===== src/rtl/enemy_wave_control.sv =====
`default_nettype none
// ============================================================================
//  Module      : enemy_wave_control
//  Description : NUM_ENEMIES independent enemy controllers (spawn delay,
//                position-update handshake, tiered health, despawn) sharing
//                one seconds prescaler and one 16-bit LFSR that supplies
//                random respawn delays.
//                Optional feature macro: ENEMY_KILL_PULSE_EN adds kill_pulse.
//  Revision    : 1.0 - initial release
// ============================================================================
module enemy_wave_control #(
    parameter int          NUM_ENEMIES   = 4,
    parameter int          HEALTH_W      = 3,
    parameter int          SCORE_W       = 8,
    parameter int          TICKS_PER_SEC = 25000000,
    parameter int          MAX_DELAY_SEC = 4,
    parameter int          TIER1_SCORE   = 10,
    parameter int          TIER2_SCORE   = 30,
    parameter int          HEALTH_T0     = 1,
    parameter int          HEALTH_T1     = 2,
    parameter int          HEALTH_T2     = 3,
    parameter logic [15:0] LFSR_SEED     = 16'hACE1
) (
    input  logic                            clk,
    input  logic                            reset,
    input  logic                            enable,
    input  logic [SCORE_W-1:0]              score,
    input  logic [NUM_ENEMIES-1:0]          update_pos,
    input  logic [NUM_ENEMIES-1:0]          bottom_reached,
    input  logic [NUM_ENEMIES-1:0]          hit_bullet,
    input  logic [NUM_ENEMIES-1:0]          hit_player,
    output logic [NUM_ENEMIES-1:0]          in_spawn_wait,
    output logic [NUM_ENEMIES-1:0]          in_update,
    output logic [NUM_ENEMIES-1:0]          active,
    output logic [NUM_ENEMIES*HEALTH_W-1:0] curr_health,
    output logic [NUM_ENEMIES*HEALTH_W-1:0] max_health
`ifdef ENEMY_KILL_PULSE_EN
    ,
    output logic [NUM_ENEMIES-1:0]          kill_pulse
`endif
);

    localparam int c_PW = (TICKS_PER_SEC > 1) ? $clog2(TICKS_PER_SEC) : 1;
    localparam int c_K  = $clog2(MAX_DELAY_SEC);
    localparam int c_DW = c_K + 1;

    localparam logic [c_PW-1:0]     c_TICK_LAST = c_PW'(TICKS_PER_SEC - 1);
    localparam logic [SCORE_W-1:0]  c_TIER1     = SCORE_W'(TIER1_SCORE);
    localparam logic [SCORE_W-1:0]  c_TIER2     = SCORE_W'(TIER2_SCORE);
    localparam logic [HEALTH_W-1:0] c_H0        = HEALTH_W'(HEALTH_T0);
    localparam logic [HEALTH_W-1:0] c_H1        = HEALTH_W'(HEALTH_T1);
    localparam logic [HEALTH_W-1:0] c_H2        = HEALTH_W'(HEALTH_T2);

    typedef enum logic [1:0] {
        S_SPAWN_WAIT = 2'd0,
        S_UPDATE     = 2'd1,
        S_WAIT       = 2'd2,
        S_GEN_DELAY  = 2'd3
    } state_t;

    logic [c_PW-1:0]     r_presc;
    logic                w_sec_tick;
    logic [15:0]         r_lfsr;
    logic                w_lfsr_fb;
    logic [HEALTH_W-1:0] w_tier_h;

    assign w_sec_tick = (r_presc == c_TICK_LAST);
    assign w_lfsr_fb  = r_lfsr[15] ^ r_lfsr[13] ^ r_lfsr[12] ^ r_lfsr[10];

    // Seconds prescaler: wraps after the tick cycle.
    always_ff @(posedge clk or posedge reset) begin
        if (reset) begin
            r_presc <= '0;
        end else if (enable) begin
            r_presc <= w_sec_tick ? '0 : r_presc + c_PW'(1);
        end
    end

    // Shared Fibonacci LFSR (taps 16,14,13,11), advances every enabled cycle.
    always_ff @(posedge clk or posedge reset) begin
        if (reset) begin
            r_lfsr <= LFSR_SEED;
        end else if (enable) begin
            r_lfsr <= {r_lfsr[14:0], w_lfsr_fb};
        end
    end

    // Spawn health tier selected from the current score.
    always_comb begin
        w_tier_h = c_H0;
        if (score > c_TIER2) begin
            w_tier_h = c_H2;
        end else if (score >= c_TIER1) begin
            w_tier_h = c_H1;
        end
    end

    for (genvar i = 0; i < NUM_ENEMIES; i++) begin : g_ch
        state_t              r_state, w_state_nxt;
        logic [c_DW-1:0]     r_delay, w_delay_nxt;
        logic [HEALTH_W-1:0] r_health, w_health_nxt;
        logic [HEALTH_W-1:0] r_max, w_max_nxt;
        logic [c_K-1:0]      w_rnd;
        logic                w_dmg;

        // Each channel draws its delay from a different LFSR window.
        for (genvar j = 0; j < c_K; j++) begin : g_rnd
            assign w_rnd[j] = r_lfsr[(i + j) % 16];
        end

        // A bullet hit only counts while the enemy is on screen and alive.
        assign w_dmg = ((r_state == S_UPDATE) || (r_state == S_WAIT)) &&
                       update_pos[i] && hit_bullet[i] && (r_health != '0);

        // Channel next-state, delay and health update.
        always_comb begin
            w_state_nxt  = r_state;
            w_delay_nxt  = r_delay;
            w_health_nxt = r_health;
            w_max_nxt    = r_max;
            if (w_dmg) begin
                w_health_nxt = r_health - HEALTH_W'(1);
            end
            case (r_state)
                S_SPAWN_WAIT: begin
                    if (r_delay == '0) begin
                        w_state_nxt  = S_UPDATE;
                        w_health_nxt = w_tier_h;
                        w_max_nxt    = w_tier_h;
                    end else if (w_sec_tick) begin
                        w_delay_nxt = r_delay - c_DW'(1);
                    end
                end
                S_UPDATE: begin
                    // Despawn test uses the pre-edge health value.
                    if (bottom_reached[i] || hit_player[i] || (r_health == '0)) begin
                        w_state_nxt = S_GEN_DELAY;
                    end else begin
                        w_state_nxt = S_WAIT;
                    end
                end
                S_WAIT: begin
                    if (update_pos[i]) begin
                        w_state_nxt = S_UPDATE;
                    end
                end
                S_GEN_DELAY: begin
                    w_delay_nxt  = c_DW'(w_rnd) + c_DW'(1);
                    w_health_nxt = '0;
                    w_state_nxt  = S_SPAWN_WAIT;
                end
                default: begin
                    w_state_nxt = S_SPAWN_WAIT;
                end
            endcase
        end

        // Channel state registers, frozen while disabled.
        always_ff @(posedge clk or posedge reset) begin
            if (reset) begin
                r_state  <= S_SPAWN_WAIT;
                r_delay  <= c_DW'(1);
                r_health <= '0;
                r_max    <= '0;
            end else if (enable) begin
                r_state  <= w_state_nxt;
                r_delay  <= w_delay_nxt;
                r_health <= w_health_nxt;
                r_max    <= w_max_nxt;
            end
        end

        assign in_spawn_wait[i] = (r_state == S_SPAWN_WAIT);
        assign in_update[i]     = (r_state == S_UPDATE);
        assign active[i]        = (r_state == S_UPDATE) || (r_state == S_WAIT);
        assign curr_health[i*HEALTH_W +: HEALTH_W] = r_health;
        assign max_health[i*HEALTH_W +: HEALTH_W]  = r_max;

`ifdef ENEMY_KILL_PULSE_EN
        logic r_kill;

        // One-cycle pulse when a bullet takes the last health point.
        always_ff @(posedge clk or posedge reset) begin
            if (reset) begin
                r_kill <= 1'b0;
            end else if (enable) begin
                r_kill <= w_dmg && (r_health == HEALTH_W'(1));
            end
        end

        assign kill_pulse[i] = r_kill;
`endif
    end

endmodule
`default_nettype wire


===== config.mk =====
export PLATFORM = sky130hd
export DESIGN_NAME = enemy_wave_control
export DESIGN_NICKNAME = d
export VERILOG_FILES = /design/src/rtl/enemy_wave_control.sv
export SDC_FILE = /design/constraint.sdc
export NUM_CORES = 1
export LEC_CHECK = 0
export CAP_MARGIN = 20
export CORE_ASPECT_RATIO = 0.9
export CORE_MARGIN = 3
export CORE_UTILIZATION = 45
export CTS_BUF_LIST = sky130_fd_sc_hd__clkbuf_16
export DETAILED_ROUTE_END_ITERATION = 7
export HOLD_SLACK_MARGIN = 0.05
export PLACE_DENSITY_LB_ADDON = 0.1
export SYNTH_ARGS = -nofsm -noshare
export SYNTH_HDL_FRONTEND = slang
export SYNTH_SLANG_ARGS = --single-unit

===== constraint.sdc =====
create_clock -name clk -period 2.8 [get_ports clk]
set_input_delay 0.42 -clock clk [delete_from_list [all_inputs] [get_ports clk]]
set_output_delay 0.42 -clock clk [all_outputs]
set_load 0.005 [all_outputs]

# Word-level counts from Yosys, hierarchy flattened
# Index checks and enable logic that the tools add are counted.
# op_classes
shifts	0
bitwise_logic	3
reduce_logical	56
n_mux	43
n_eq_ne	29
div	0
order_cmp	2
mul	0
addsub	13
# ops
operator	count
$mux W3	16
$pmux W3 S2	8
$pmux W2 S4	4
$add A25 B1 Y25 const B	1
$eq A25 B25 Y1 const B	1
$mux W25	1
$logic_not A3 Y1	8
$reduce_and A3 Y1	8
$sub A3 B1 Y3 const B	8
$mux W2	10
$eq A2 B2 Y1 const B	8
$ne A2 B1 Y1 const B	8
$ne A2 B2 Y1 const B	8
$reduce_and A4 Y1	4
$add A2 B1 Y3 const B	4
$logic_and A1 B1 Y1	12
$logic_or A1 B1 Y1	12
$reduce_bool A3 Y1	4
$eq A2 B1 Y1 const B	4
$ge A8 B4 Y1 const B	1
$gt A8 B5 Y1 const B	1
$logic_not A2 Y1	4
$reduce_bool A2 Y1	4
$mux W1	4
$xor A1 B1 Y1	3
# totals
mem_bits_rw	0
mem_bits_ro	0
input_bits	27
wordCells	164
latchBits	0
regBits	85
memories	0

# Longest topological paths before layout
# Gate-level depths: netlist (run 1).
# logic_depth
word_depth	8
ltp_mapped	7
ltp_nobuf	7

# Least setup slack after synthesis (run 1)
# No wires, ideal clock.
# synth_path
path_type	flip-flop to flip-flop
startpoint	reg r_presc[17]
endpoint	reg r_presc[5]
slack_ns	0.566
arrival_ns	2.115
period_less_slack_ns	2.234
stages_incl_launch_ff	7
cell_sequence	dfrtp_1 > or4b_4 > or4b_4 > or3_4 > nor2_4 > buf_6 > nor2_1
# synth_between
elab_chain_cells	2
# synth_rtl
element	line_no	rtl
start: declaration	61	logic [c_PW-1:0] r_presc;
start signal: assignment	75	r_presc <= w_sec_tick ? '0 : r_presc + c_PW'(1);
$eq A25 B25 Y1	67	assign w_sec_tick = (r_presc == c_TICK_LAST);
$mux W25	75	
# Every way passes these cells.
# A chain may end at the register's enable or synchronous reset.

# Worst setup path in the final report (run 1)
# layout_path
startpoint	reg r_presc[17]
endpoint	reg r_presc[24]
# layout_between
elab_chain_cells	2
elab_cells_between_ends	3
cone_classes	add/sub: 1; eq/ne: 1; mux: 1
# layout_rtl
element	line_no
$add A25 B1 Y25 / $eq A25 B25 Y1 (equally long branches)	75, 67
$mux W25 *	75
# Mark *: on every way between the ends. The rest lies on a longest branch, timed or not.

==> results of run 1 <==
[cell usage after synthesis, drive strengths merged (3+ instances only)]
master,number
a211oi,4
a21oi,15
a22o,11
a31oi,6
and3,4
and4,5
buf,11
clkbuf,7
dfrtp,69
dfstp,12
ha,37
inv,38
mux2,20
mux2i,3
nand2,34
nand2b,11
nand3,21
nand4,12
nor2,42
nor2b,8
nor3,12
nor4,5
o21ai,33
o32ai,6
o41ai,3
xnor2,11
xor2,13
[cell usage in the layout, fill, tap and decap left out, drive strengths merged, types with 4 or more instances in the layout]
master / instances
mux2: 20
and4: 5
o21ai: 33
a21oi: 15
clkdlybuf4s50: 57
nand2b: 11
nor3: 12
nand2: 34
buf: 10
nor2: 42
conb: 4
nand4: 12
o32ai: 6
a211oi: 4
nor2b: 8
ha: 37
a22o: 11
nor4: 5
xor2: 13
a31oi: 6
dfrtp: 69
and3: 4
dfstp: 12
xnor2: 11
inv: 41
clkbuf: 9
nand3: 21
[critical path: cells and delay by family (launching register included)]
kind / cells / cell delay, ps
and+or+nand+nor: 5 / 1860
DFF: 1 / 400
[final timing paths]
path	start	to	slack, ps	cells past startpoint
worst min register to register	g_ch[2].r_max[0]	g_ch[2].r_max[0]	480	2
min in group clk	g_ch[2].r_max[0]	g_ch[2].r_max[0]	480	2
worst max-delay path	r_presc[17]	r_presc[24]	420	5
worst max register to register	r_presc[17]	r_presc[24]	420	5
worst min-delay path	reset	r_presc[10]	280	2
max in group asynchronous	reset	g_ch[1].r_delay[0]	1840	3
[registers in the layout, indices dropped and copies added, names as in the netlist]
signal,cells
r_lfsr,16
g_ch.r_max,8
r_presc,25
g_ch.r_delay,12
g_ch.r_health,12
g_ch.r_state,8
[area by class of cell]
class	count	area [um2]	area share, %
Multi-Input combinational cell	348	2430	42.52
Inverter	38	143.9	2.518
Timing Repair Buffer	67	655.6	11.47
Clock inverter	7	60.06	1.051
Clock buffer	9	225.2	3.941
Sequential cell	81	2042	35.73
Tap cell	126	157.7	2.759
[cell families after synthesis]
group	Yosys count	synth area share, %
compound gates	96	13.45
simple gates	164	18.12
mux	23	5.421
flops	81	43.37
xor+xnor	24	4.464
fa+ha+maj	37	9.832
other cells	1	0.07965
buf+inv	56	5.262
[stage by stage]
step / worst slack (ps) / cell area, um2 / cells / total power, mW
floorplan: 319.8 / 4720 / 485 / 3.482
global route: 301.9 / 5714 / 676 / 5.913
finish: 418.0 / 5714 / 676 / 5.447
CTS: 395.1 / 5714 / 676 / 5.500
detailed placement: 399.4 / 5429 / 660 / 4.345
global placement: 437.3 / 5429 / 660 / 4.253
[where the power goes]
group / switching, mW / internal (mW) / leakage [nW]
combinational: 1.15 / 1.21 / 1.40
clock: 0.513 / 0.616 / 0.137
sequential: 0.319 / 1.64 / 1.01
[routing by layer]
layer / routed length (um) / up-vias / GRT usage (%)
met3: 479 / 13 / 4.049
met4: 125 / 0 / 5.023
met2: 4683 / 77 / 29.38
met1: 4988 / 1718 / 25.29
met5: 0 / - / 0
li1: - / 1840 / -
==> impl_metrics.toml, run 1 <==
[status]
status = "completed"

[clocking]
cts_hold_buf = 0
clkSinkCount = 81
cts_setup_buffers = 0
clockBufferDepth = 2
root_buffer = "clkbuf_16"
post_cts_resized = 0
clkTransAtPathRegs_ps = 70
htree_levels = 3
cts_buffers = 9
clock_latency_ps = 340
cts_tree = "done"

[critical_path]
crit_path_cell_trace = "or4b_4 > or4b_4 > or3_4 > nor2_4 > nor2_1"
cpMostUsedCell = "or4b_4"
slowest_stage = "or4b_4"
path_class = "register to register"
worst_path_largest_cell_delay_ps = 560
cp.required_ps = 3020
arrival_ps = 2600
critPathCaptureType = "register"
crit_path_start_kind = "register"
critPathMaxFanout = 11

[timing]
max_slew_margin_pct = 51.71
min_period_ps = 2382
hold_viol_final = 0
finClkSkew_ps = 4.858
fin_setup_tns_ps = 0
worst_pin_slew_ps = 718.9
finalCritPeriodShare_pct = 85.07
setup-violations-final = 0
holdWs_ps = 282.0
fmax_mhz = 419.8
slew_violations = 0
rsz0062_at_grt = "no"

[final_layout]
nets = 609
utilization_pct = 57.65
drive_gt1_share_pct = 12.00
syn_to_final_growth_pct = 21.37
nFillCells = 888
antenna_cells = 0

[power]
power_density_nw_per_um2 = 953.2
p_leak_nw = 2.544
vdd_drop_max_mv = 0.5862

[synth]
synth-seq-area-share_pct = 43.37
synth_enable_flop_cells = 0
async_flop_share_pct = 100.0
yosys.area.top_type_share_pct = 36.67
synth.area.top_cells = "dfrtp_1 (37%), ha_1 (9.8%), dfstp_2 (6.7%), mux2_2 (4.8%), o21ai_0 (3.5%)"
syn-instance-count = 482
avgSynthCellArea_um2 = 9.768
synth_cell_types = 52
synth-seq-cells = 81
yosysWarnings = 0
syn_area_um2 = 4708
ys.flop_type = "dfrtp_1"
yosysTopAreaCell = "dfrtp_1"

[global_routing]
grt_overflow_total = 0
grt_start_max_net_pins = 44
grt_first_pass_wirelength_um = 17160
grt_use_total_pct = 18.32
grt_pass1_vias = 3508
antenna_found_initial = 0

[detailed_routing]
wirelength_um = 10280
wl_per_cell_um = 15.20
first_iter_violations = 197
ant_nets = 0
via_count = 3648
drcViolationCount = 0
firstDrtPassIters = 5
via_per_inst = 5.396

[floorplanning]
die_h_um = 103.0
core-area_um2 = 9912
start_util_pct = 47.50
io-pin-count = 63
die_w_um = 113.8
rows = 34
die-area_um2 = 11730

[place]
gp_congestion = 0.8287
io_buffers = 58
dp_hpwl_um = 7559

[min_path]
min_path_type = "input pin to asynchronous set/reset pin"

[job]
drv_cap = 0
(Power assumes the default switching activity.)
==> inputs of run 2 (changes only) <==
--- a/config.mk
+++ b/config.mk
@@ -11,8 +11,10 @@
 export CORE_UTILIZATION = 45
 export CTS_BUF_LIST = sky130_fd_sc_hd__clkbuf_16
 export DETAILED_ROUTE_END_ITERATION = 7
+export GPL_ROUTABILITY_DRIVEN = 1
 export HOLD_SLACK_MARGIN = 0.05
 export PLACE_DENSITY_LB_ADDON = 0.1
 export SYNTH_ARGS = -nofsm -noshare
 export SYNTH_HDL_FRONTEND = slang
 export SYNTH_SLANG_ARGS = --single-unit
+export TNS_END_PERCENT = 5
==> constraint.sdc (replaced) <==
create_clock -name clk -period 2.7 [get_ports clk]
set_input_delay 0.405 -clock clk [delete_from_list [all_inputs] [get_ports clk]]
set_output_delay 0.405 -clock clk [all_outputs]
set_load 0.005 [all_outputs]
==> impl_metrics.toml, run 2 (synthesized netlist as in run 1, its figures left out) <==
[floorplanning]
start_util_pct = 47.50
die_h_um = 103.0
core-area_um2 = 9912
die-area_um2 = 11730
die_w_um = 113.8
io-pin-count = 63
rows = 34

[timing]
min_period_ps = 2418
fmax_mhz = 413.6
holdWs_ps = 400.6
finClkSkew_ps = 3.492
slew_violations = 0
setup-violations-final = 0
finalCritPeriodShare_pct = 89.55
max_slew_margin_pct = 47.92
worst_pin_slew_ps = 774.1
rsz0062_at_grt = "no"
fin_setup_tns_ps = 0
hold_viol_final = 0
timing.final.ws_setup_ps = 282.0

[detailed_routing]
wirelength_um = 10070
drcViolationCount = 0
via_per_inst = 5.453
wl_per_cell_um = 14.92
ant_nets = 0
first_iter_violations = 199
via_count = 3681
firstDrtPassIters = 4

[job]
drv_cap = 0

[clocking]
root_buffer = "clkbuf_16"
cts_buffers = 9
clock_latency_ps = 340
clkTransAtPathRegs_ps = 60
cts_tree = "done"
post_cts_resized = 0
cts_hold_buf = 0
htree_levels = 3
clockBufferDepth = 2
clkSinkCount = 81
cts_setup_buffers = 0

[critical_path]
worst-path-buf-inv = 0
path_class = "register to register"
cp.required_ps = 2910
critPathCaptureType = "register"
worst_path_largest_cell_delay_ps = 550
critical_path.top_delay_family = "simple AND/OR/NAND/NOR gates"
crit_path_start_kind = "register"
crit_path_cell_trace = "or4b_4 > or4b_4 > or3_4 > nor2_4 > nor2_1"
cpMostUsedCell = "or4b_4"
r2r-start = "r_presc[6]"
critPathMaxFanout = 11
rr_worst_depth = 5
timing.rr.end = "r_presc[24]"
arrival_ps = 2630
r2r_setup_slack_ps = 280
slowest_stage = "or4b_4"

[final_layout]
layout_commonest_cell = "dfrtp_1"
largestRegisters = "r_presc: 25 flops, r_lfsr: 16 flops"
stdcell_area_um2 = 5772
most-common-layout-cells = "dfrtp_1 (69), clkdlybuf4s50_1 (57), nor2_1 (41), inv_1 (37), ha_1 (37)"
drive_gt1_share_pct = 11.84
syn_to_final_growth_pct = 22.59
nFillCells = 914
largest_reg_flops = 25
antenna_cells = 0
top_register = "r_presc"
nets = 608

[global_routing]
grt_use_total_pct = 18.27
grt_pass1_vias = 3542
grt_start_max_net_pins = 55
antenna_found_initial = 0
grt_first_pass_wirelength_um = 17060
grt_overflow_total = 0

[power]
p_leak_nw = 2.573
vdd_drop_max_mv = 0.7487
power_density_nw_per_um2 = 1021
p_total_mw = 5.895

[place]
dp_slack_ps = 297.3
dp_hpwl_um = 7442
io_buffers = 58
gp_congestion = 0.8327
placed_cell_area_um2 = 5421

[status]
status = "completed"

[min_path]
min_path_type = "input pin to asynchronous set/reset pin"
## run 2: worst max-delay path by stage
| stage | start | end | slack [ps] | cells past startpoint |
|---|---|---|---|---|
| floorplan | reset | g_ch[0].r_delay[1] | 230 | 1 |
| global route | r_presc[23] | r_presc[24] | 210 | 5 |
| CTS | r_presc[6] | r_presc[24] | 270 | 5 |
| detailed placement | r_presc[17] | r_presc[24] | 300 | 5 |
| global placement | r_presc[6] | r_presc[6] | 320 | 5 |
| finish | r_presc[6] | r_presc[24] | 280 | 5 |
## run 2: area by class of cell
class | count | area (um2) | share of cell area [%]
inverter | 38 | 143.9 | 2.493
multi-input combinational | 348 | 2430 | 42.10
sequential | 81 | 2042 | 35.38
timing repair buffer | 66 | 648.1 | 11.23
clock inverter | 7 | 125.1 | 2.168
tap | 126 | 157.7 | 2.731
clock buffer | 9 | 225.2 | 3.902
## run 2: per-stage QoR
step,util (%),cells
finish,58.23,675
global route,58.23,675
CTS,58.23,675
detailed placement,54.70,659
floorplan,-,485
global placement,54.70,659
## run 2: worst reg2reg max path: stages (launching register included)
cell and delay (ps):
dfrtp_1 440, or4b_4 510, or4b_4 550, or3_4 440
nor2_4 250, nor2_1 110
## run 2: metal layers
metal	routed length (um)	global-route usage, %
met1	4817	24.55
met2	4644	29.70
met3	469	4.225
met4	137	5.571
met5	0	0
## run 2: report_power, final
part	internal, mW	switching (mW)
Clock	0.915	0.519
Sequential	1.70	0.329
Combinational	1.25	1.18
Total	3.87	2.03
==> inputs of run 3 (changes only) <==
--- a/config.mk
+++ b/config.mk
@@ -10,6 +10,7 @@
 export CORE_MARGIN = 3
 export CORE_UTILIZATION = 45
 export CTS_BUF_LIST = sky130_fd_sc_hd__clkbuf_16
+export CTS_CLUSTER_SIZE = 10
 export DETAILED_ROUTE_END_ITERATION = 7
 export GPL_ROUTABILITY_DRIVEN = 1
 export HOLD_SLACK_MARGIN = 0.05
==> results of run 3 <==
No change in the layout: final DEF, timing and power equal those of run 2.
